**src/rtl/hand_datapath_pkg.sv**
```systemverilog
// Card code constants and value/score helpers shared by the card registers
// and the top-level score arithmetic for both hands.
package hand_datapath_pkg;

   localparam logic [3:0] CARD_EMPTY = 4'd0;
   localparam logic [3:0] CARD_MIN   = 4'd1;
   localparam logic [3:0] CARD_MAX   = 4'd13;
   localparam logic [3:0] FACE_MIN   = 4'd10;

   function automatic logic card_legal(input logic [3:0] code);
      return (code >= CARD_MIN) && (code <= CARD_MAX);
   endfunction

   // Empty slots and tens/face cards both count as zero.
   function automatic logic [3:0] card_value(input logic [3:0] code);
      if ((code == CARD_EMPTY) || (code >= FACE_MIN))
         return 4'd0;
      else
         return code;
   endfunction

   // The sum of three values reaches 27, so it is kept 5 bits wide before the mod-10 step.
   function automatic logic [3:0] hand_score(input logic [3:0] c1,
                                             input logic [3:0] c2,
                                             input logic [3:0] c3);
      logic [4:0] sum;
      logic [4:0] rem;
      sum = {1'b0, card_value(c1)} + {1'b0, card_value(c2)} + {1'b0, card_value(c3)};
      rem = sum % 5'd10;
      return rem[3:0];
   endfunction

endpackage

```
**src/rtl/hand_datapath_card_reg.sv**
```systemverilog
// One card slot: loads new_card on its strobe, storing empty for illegal codes.
module card_reg
   import hand_datapath_pkg::*;
(
   input  logic       slow_clock,
   input  logic       resetb,
   input  logic       load,
   input  logic [3:0] new_card,
   output logic [3:0] card,
   output logic       illegal
);

   assign illegal = load & ~card_legal(new_card);

   always_ff @(posedge slow_clock or negedge resetb) begin
      if (!resetb)
         card <= CARD_EMPTY;
      else if (load)
         card <= card_legal(new_card) ? new_card : CARD_EMPTY;
   end

endmodule

```
**src/rtl/hand_datapath.sv**
```systemverilog
// Baccarat hand datapath: six card slots, combinational hand scores and a
// sticky illegal-load flag. Load sequencing is owned by the consumer.
module hand_datapath
   import hand_datapath_pkg::*;
(
   input  logic       slow_clock,
   input  logic       resetb,
   input  logic [3:0] new_card,
   input  logic       load_pcard1,
   input  logic       load_pcard2,
   input  logic       load_pcard3,
   input  logic       load_dcard1,
   input  logic       load_dcard2,
   input  logic       load_dcard3,
   output logic [3:0] pcard1_out,
   output logic [3:0] pcard2_out,
   output logic [3:0] pcard3_out,
   output logic [3:0] dcard1_out,
   output logic [3:0] dcard2_out,
   output logic [3:0] dcard3_out,
   output logic [3:0] pscore,
   output logic [3:0] dscore,
   output logic [3:0] pcard3,
   output logic       card_err,
   output logic       hand_full
);

   // Slot order: player 1..3, then dealer 1..3.
   logic [5:0] load;
   logic [5:0] illegal;
   logic [3:0] cards [6];

   assign load = {load_dcard3, load_dcard2, load_dcard1,
                  load_pcard3, load_pcard2, load_pcard1};

   for (genvar i = 0; i < 6; i++) begin : g_slot
      card_reg u_card_reg (
         .slow_clock (slow_clock),
         .resetb     (resetb),
         .load       (load[i]),
         .new_card   (new_card),
         .card       (cards[i]),
         .illegal    (illegal[i])
      );
   end

   always_ff @(posedge slow_clock or negedge resetb) begin
      if (!resetb)
         card_err <= 1'b0;
      else if (|illegal)
         card_err <= 1'b1;
   end

   assign pcard1_out = cards[0];
   assign pcard2_out = cards[1];
   assign pcard3_out = cards[2];
   assign dcard1_out = cards[3];
   assign dcard2_out = cards[4];
   assign dcard3_out = cards[5];

   assign pscore = hand_score(cards[0], cards[1], cards[2]);
   assign dscore = hand_score(cards[3], cards[4], cards[5]);
   assign pcard3 = card_value(cards[2]);

   assign hand_full = (cards[0] != CARD_EMPTY) && (cards[1] != CARD_EMPTY) &&
                      (cards[2] != CARD_EMPTY) && (cards[3] != CARD_EMPTY) &&
                      (cards[4] != CARD_EMPTY) && (cards[5] != CARD_EMPTY);

endmodule

```
**config.mk**
```make
export PLATFORM = sky130hd
export DESIGN_NAME = hand_datapath
export DESIGN_NICKNAME = d
export VERILOG_FILES = /design/src/rtl/hand_datapath_pkg.sv /design/src/rtl/hand_datapath_card_reg.sv /design/src/rtl/hand_datapath.sv
export SDC_FILE = /design/constraint.sdc
export NUM_CORES = 1
export LEC_CHECK = 0
export CORE_ASPECT_RATIO = 1.75
export CORE_MARGIN = 4
export CORE_UTILIZATION = 36
export CTS_BUF_LIST = sky130_fd_sc_hd__clkbuf_16
export CTS_CLUSTER_DIAMETER = 40
export DETAILED_ROUTE_END_ITERATION = 10
export GPL_TIMING_DRIVEN = 0
export PLACE_DENSITY = 0.66
export SYNTH_ARGS = -nofsm -noshare
export SYNTH_HDL_FRONTEND = slang
export SYNTH_SLANG_ARGS = --single-unit
```
**constraint.sdc**
```tcl
create_clock -name slow_clock -period 8.4 [get_ports slow_clock]
set_input_delay 1.68 -clock slow_clock [delete_from_list [all_inputs] [get_ports slow_clock]]
set_output_delay 1.68 -clock slow_clock [all_outputs]
set_load 0.02 [all_outputs]
```
Word-level counts from Yosys, hierarchy flattened --
Cells that the tools add are included.
Word-level totals: bits in registers 25, input port bits 12, output and inout bits 38, word-level logic and storage cells 60
Cells by class: add/sub/neg operators 4, div/mod/pow operators 2, magnitude comparators 8, muxes and demuxes 7, bitwise gates (word level) 7, reduce and logical (&&, ||, !) cells 25
Operators with widths (count):
- 4-bit two-way mux | 7
- 4-bit greater-or-equal comparator, second input constant | 6
- 4-bit zero test | 6
- 4-bit nonzero test | 6
- 4-bit by 4-bit adder with 5-bit output | 2
- 5-bit by 4-bit adder with 5-bit output | 2
- 5-bit by 4-bit remainder unit with 5-bit output, second input constant | 2
- 1-bit AND | 6
- 1-bit logical AND | 6
- 1-bit logical OR | 6
- 6-bit OR reduction | 1
- 4-bit by 1-bit greater-or-equal comparator with 1-bit output, second input constant | 1
- 4-bit <= comparator, second input constant | 1
- 1-bit inverter | 1

Logic depth before layout (Yosys ltp) --
word-level depth 6, mapped depth 15, gate-level depth less buffers 15

Hierarchy --
Synthesis repeated with hierarchy kept, for this count alone.
Second synthesis, totals: cells, all modules 223, area total of the unflattened synthesis 2213.4 um2
Modules (own cells, without submodules):
- card_reg | instances 6, cells each 16, area each 197.7 um2, sequential area each 100.1 um2
- hand_datapath | instances 1, cells each 127, area each 1027.2 um2, sequential area each 25.0 um2

Least setup slack after synthesis --
OpenSTA, ideal clock, no wires.
kind reg-to-output, start point reg g_slot[2].u_card_reg.card[2], end point out pscore[2], arrival 4.178 ns, required time 6.720 ns, slack 2.542 ns, cell stages (with the launch flop) 16, path buffers 0, cells stage by stage dfrtp_1 nor2b_1 inv_1 fa_1 inv_1 fa_1 xor2_1 inv_1 ha_1 o22ai_1 xnor2_1 ha_1 o31a_2 nor3_2 mux2_2 mux2i_1
Between the ends: cells in the longest elaborated chain, start to end 5, elaborated cells between the ends (all ways) 6, classes of those cells 1 x add/sub; 1 x div; 1 x order compare; 1 x mux; 2 x reduce/logical
Ends and longest elaborated chain:
- from (decl) | line hand_datapath_card_reg.sv:9 | output logic [3:0] card,
- from (signal assigned) | line hand_datapath_card_reg.sv:19 | card <= card_legal(new_card) ? new_card : CARD_EMPTY;
- 4-bit greater-or-equal comparator / 4-bit zero test (equally long branches)
- 1-bit logical OR
- 4-bit two-way mux (*)
- net pcard3[2] | line hand_datapath.sv:23 | output logic [3:0] pcard3,
- 5-bit by 4-bit adder with 5-bit output (*) | line hand_datapath_pkg.sv:28 | sum = {1'b0, card_value(c1)} + {1'b0, card_value(c2)} + {1'b0, card_value(c3)};
- 5-bit by 4-bit remainder unit with 5-bit output (*) | line hand_datapath_pkg.sv:29 | rem = sum % 5'd10;
- to (decl) | line hand_datapath.sv:21 | output logic [3:0] pscore,
The timed path passes the listed nets; every way through them passes the cells marked *.

Worst setup path after layout --
start point reg g_slot[2].u_card_reg.card[3], end point out pscore[2]
Between the ends: cells in the longest elaborated chain, start to end 5, elaborated cells between the ends (all ways) 6, classes of those cells 1 x add/sub; 1 x div; 1 x order compare; 1 x mux; 2 x reduce/logical
Ends and longest elaborated chain:
- 4-bit greater-or-equal comparator / 4-bit zero test (equally long branches) | line hand_datapath_pkg.sv:16 | if ((code == CARD_EMPTY) || (code >= FACE_MIN))
- 1-bit logical OR | line hand_datapath_pkg.sv:16
- 4-bit two-way mux (*) | line hand_datapath_pkg.sv:16
- 5-bit by 4-bit adder with 5-bit output (*) | line hand_datapath_pkg.sv:28
- 5-bit by 4-bit remainder unit with 5-bit output (*) | line hand_datapath_pkg.sv:29
Mark *: on every way between the ends. The rest lies on a longest branch, timed or not.

==> reports/qor.txt <==
====================================================================================
Count of final setup violators                                                     0
RePlAce Congestion                                                             0.812
Number of maximum-capacitance violations                                           0
Die extent in x                                                         63.6 microns
Setup WS pre-CTS                                                             2.18 ns
Setup clock skew after layout                                                   0 ns
RSZ-0062 raised after global routing                                              no
Drt first pass iters                                                               4
Post-synthesis net count                                                         224
Top Ports                                                                         50
Peak fanout along the critical path                                                7
Final Hold Viols                                                                   0
Bufs on Longest Clock Path                                                         2
Terminating pin of the worst hold path                                      card_err
CTS H-Tree Depth                                                                   1
Predominant post-synthesis flop cell                                    sky130_fd_sc_hd__dfrtp_1
Sum of negative setup slack                                                     0 ns
Layout-stage area growth over the synthesis result                             32.7%
Setup Crit Path Kind                                                         reg2out
Reg2Reg Capture Point                                                   g_slot[2].u_card_reg.card[3]
Path depth of the worst reg2reg path                                               1
Total Die Area                                                            6710 sq um
Largest net degree at the start of global routing                                 26
Async SR Flop Fraction                                                          100%
Instance count of the mapped netlist                                             190
Pin slew with the least headroom to its limit                                1.08 ns
Average via count per standard cell                                             5.30
Setup slack after layout                                                     1.93 ns
Number of global-route vias before repair                                      1,696
Post_cts resized                                                                   0
Initial standard-cell utilization of the core                                  37.1%
Hpwl dp                                                                      3.75 mm
Drt total wl                                                                 4.45 mm
Kind of path behind the tightest hold check                                  reg2reg
Synth Register Bits                                                               25
Number of buffers inserted for hold repair after clock tree synthesis              0
Largest cells by area after synthesis                                   sky130_fd_sc_hd__dfrtp_1, sky130_fd_sc_hd__mux2_2, sky130_fd_sc_hd__fa_1
Pins over their slew limit                                                         0
DIE HEIGHT                                                               105 microns
Worst slew margin                                                              27.8%
Total power draw                                                          0.000739 W
Number of cells on the worst hold path                                             1
Count of flip-flops with a built-in enable after synthesis                         0
Post-DRT Antenna Nets                                                              0
Outcome                                                                    completed
Static leakage                                                               1.12 nW
Overall fraction of global-route tracks in use                                 13.9%
Insertion delay of the later-clocked pin in the worst-skew pair              0.25 ns
Clock Pin Slew Worst Setup and Hold Paths                                    0.06 ns
Startpoint types                                                            register
Max reg flops                                                                     24
Area of the mapped netlist                                                1950 sq um
Port Buffers                                                                      49
Fraction of post-synthesis cell area in the top cell type by area              32.1%
Ys Warns                                                                           0
CTS tree                                                                         yes
Total DRC errors in the routed layout                                              0
Portion of the post-synthesis area used by sequential elements                 32.1%
Critical Path End Type                                                   output port
Period minus WS final                                                        6.47 ns
Top cell type by total area after synthesis                             sky130_fd_sc_hd__dfrtp_1
Clock net sink count                                                              25
Clk Tree Root Cell                                                      sky130_fd_sc_hd__clkbuf_16
Cell row count                                                                    35
Number of DRC violations after detailed-routing iteration 0                       43
Fill count                                                                       492
Leftover overflow at the end of global routing                                     0
FMAX                                                                       0.154 GHz
Wire length per cell after detailed routing                             14.9 microns
Startpoint of the most critical register-to-register path               g_slot[2].u_card_reg.card[3]
Fin Hold WS                                                                 0.479 ns
Post-route fraction of the period consumed by the critical path                77.1%
Power density over the cells                                             285 nW/um^2
Share of post-route cells with drive strength above 1                          12.8%
Area inside the core boundary                                             5260 sq um
Req. time, crit path                                                         6.72 ns
Wire length of the first global-routing pass                                 7.72 mm
Total via count after detailed routing                                         1,578
Ant diodes                                                                         0
Post-CTS setup buffer count                                                        0
Mean instance size in the synthesized netlist                             10.3 sq um
Number of antenna violations at the first check in global routing                  0
Start point of the worst min-delay path                                     card_err
Post-synth cell types                                                             37
R2R Setup Slk                                                                7.53 ns
Final Net Count                                                                  278
Arrival time of data at the critical path endpoint                           4.79 ns
TritonCTS buffer count                                                             3
Worst supply voltage drop on vdd                                            0.224 mV
====================================================================================
report_power, final:
part	switching [W]	internal, W
clock network	0.0000371	0.0000634
logic	0.000248	0.000237
registers	0.0000198	0.000133
cells in the mapped netlist, types with 2 or more instances:
master / count
sky130_fd_sc_hd__dfrtp_1: 25
sky130_fd_sc_hd__inv_1: 18
sky130_fd_sc_hd__nand2b_1: 6
sky130_fd_sc_hd__ha_1: 12
sky130_fd_sc_hd__nor4_1: 7
sky130_fd_sc_hd__o22ai_1: 2
sky130_fd_sc_hd__xnor2_1: 5
sky130_fd_sc_hd__mux2_2: 25
sky130_fd_sc_hd__and4b_1: 2
sky130_fd_sc_hd__nor3_1: 2
sky130_fd_sc_hd__fa_1: 10
sky130_fd_sc_hd__nor2_1: 10
sky130_fd_sc_hd__a21boi_0: 3
sky130_fd_sc_hd__o21ai_0: 10
sky130_fd_sc_hd__nand2_1: 8
sky130_fd_sc_hd__a21oi_1: 5
sky130_fd_sc_hd__and2_1: 6
sky130_fd_sc_hd__nand3_1: 2
sky130_fd_sc_hd__a31oi_1: 2
sky130_fd_sc_hd__o211ai_1: 2
sky130_fd_sc_hd__nor2b_1: 7
sky130_fd_sc_hd__a211oi_1: 2
sky130_fd_sc_hd__xor2_1: 3
sky130_fd_sc_hd__or4_1: 3
stage by stage:
stage	area (sq um)	util, %	cells
6_report	2590	49.3	298
2_1_floorplan	1950	-	190
5_1_grt	2590	49.3	298
3_3_place_gp	2510	47.8	294
3_5_place_dp	2510	47.8	294
4_1_cts	2590	49.3	298
critical path, cell delays in order (launching register included):
cell and delay, ns:
sky130_fd_sc_hd__dfrtp_1 0.47, sky130_fd_sc_hd__o21ai_0 0.11, sky130_fd_sc_hd__and2_1 0.20, sky130_fd_sc_hd__fa_1 0.43, sky130_fd_sc_hd__ha_1 0.22, sky130_fd_sc_hd__fa_1 0.38, sky130_fd_sc_hd__xor2_1 0.27, sky130_fd_sc_hd__inv_1 0.13
sky130_fd_sc_hd__ha_1 0.24, sky130_fd_sc_hd__o22ai_1 0.20, sky130_fd_sc_hd__xnor2_1 0.13, sky130_fd_sc_hd__ha_1 0.22, sky130_fd_sc_hd__o31a_2 0.35, sky130_fd_sc_hd__nor3_2 0.15, sky130_fd_sc_hd__mux2_2 0.21, sky130_fd_sc_hd__mux2i_1 0.20
sky130_fd_sc_hd__clkdlybuf4s50_1 0.62
area by class of cell:
type | count | area (sq um) | area share [%]
clock buffer | 3 | 75.1 | 2.90
clock inverter | 1 | 3.75 | 0.145
inverter | 18 | 67.6 | 2.61
multi-input combinational | 147 | 1260 | 48.6
sequential | 25 | 626 | 24.2
tap | 55 | 68.8 | 2.66
timing repair buffer | 49 | 490 | 18.9
placed cells by master, fill, tap and decap left out, types with 5 or more instances in the layout:
cell type / Yosys / final
sky130_fd_sc_hd__fa_1: 10 / 10
sky130_fd_sc_hd__a21oi_1: 5 / 5
sky130_fd_sc_hd__nand2_1: 8 / 8
sky130_fd_sc_hd__inv_1: 18 / 19
sky130_fd_sc_hd__ha_1: 12 / 12
sky130_fd_sc_hd__nor2b_1: 7 / 7
sky130_fd_sc_hd__and2_1: 6 / 6
sky130_fd_sc_hd__dfrtp_1: 25 / 25
sky130_fd_sc_hd__nor2_1: 10 / 10
sky130_fd_sc_hd__mux2_2: 25 / 25
sky130_fd_sc_hd__nor4_1: 7 / 7
sky130_fd_sc_hd__xnor2_1: 5 / 5
sky130_fd_sc_hd__o21ai_0: 10 / 10
sky130_fd_sc_hd__clkdlybuf4s50_1: 0 / 49
sky130_fd_sc_hd__nand2b_1: 6 / 6
layer usage:
| metal | vias up | GRT usage [%] | routed length, microns |
|---|---|---|---|
| met4 | 0 | 4.33 | 82 |
| met1 | 757 | 15.6 | 1760 |
| li1 | 785 | - | - |
| met2 | 30 | 27.4 | 2510 |
| met3 | 6 | 0.640 | 94 |
| met5 | - | 0 | 0 |
worst max-delay path by stage:
stage,end,slack [ns],cells after the start,start
2_1_floorplan,pscore[2],2.54,15,g_slot[2].u_card_reg.card[2]
3_3_place_gp,pscore[2],2.21,16,g_slot[2].u_card_reg.card[2]
3_5_place_dp,pscore[2],2.18,16,g_slot[2].u_card_reg.card[3]
4_1_cts,pscore[2],1.90,16,g_slot[2].u_card_reg.card[3]
5_1_grt,pscore[2],1.53,16,g_slot[2].u_card_reg.card[3]
6_report,pscore[2],1.93,16,g_slot[2].u_card_reg.card[3]
cells by family (layout without fill, tap and decap cells):
kind of cell | Yosys count | after routing | share of synthesized area (%)
compound gates | 34 | 34 | 11.2
xor+xnor | 8 | 8 | 3.59
fa+ha+maj | 22 | 22 | 18.0
buf+inv | 18 | 71 | 3.46
flops | 25 | 25 | 32.1
mux | 26 | 26 | 14.9
simple gates | 57 | 57 | 16.7
(Power assumes the default switching activity.)
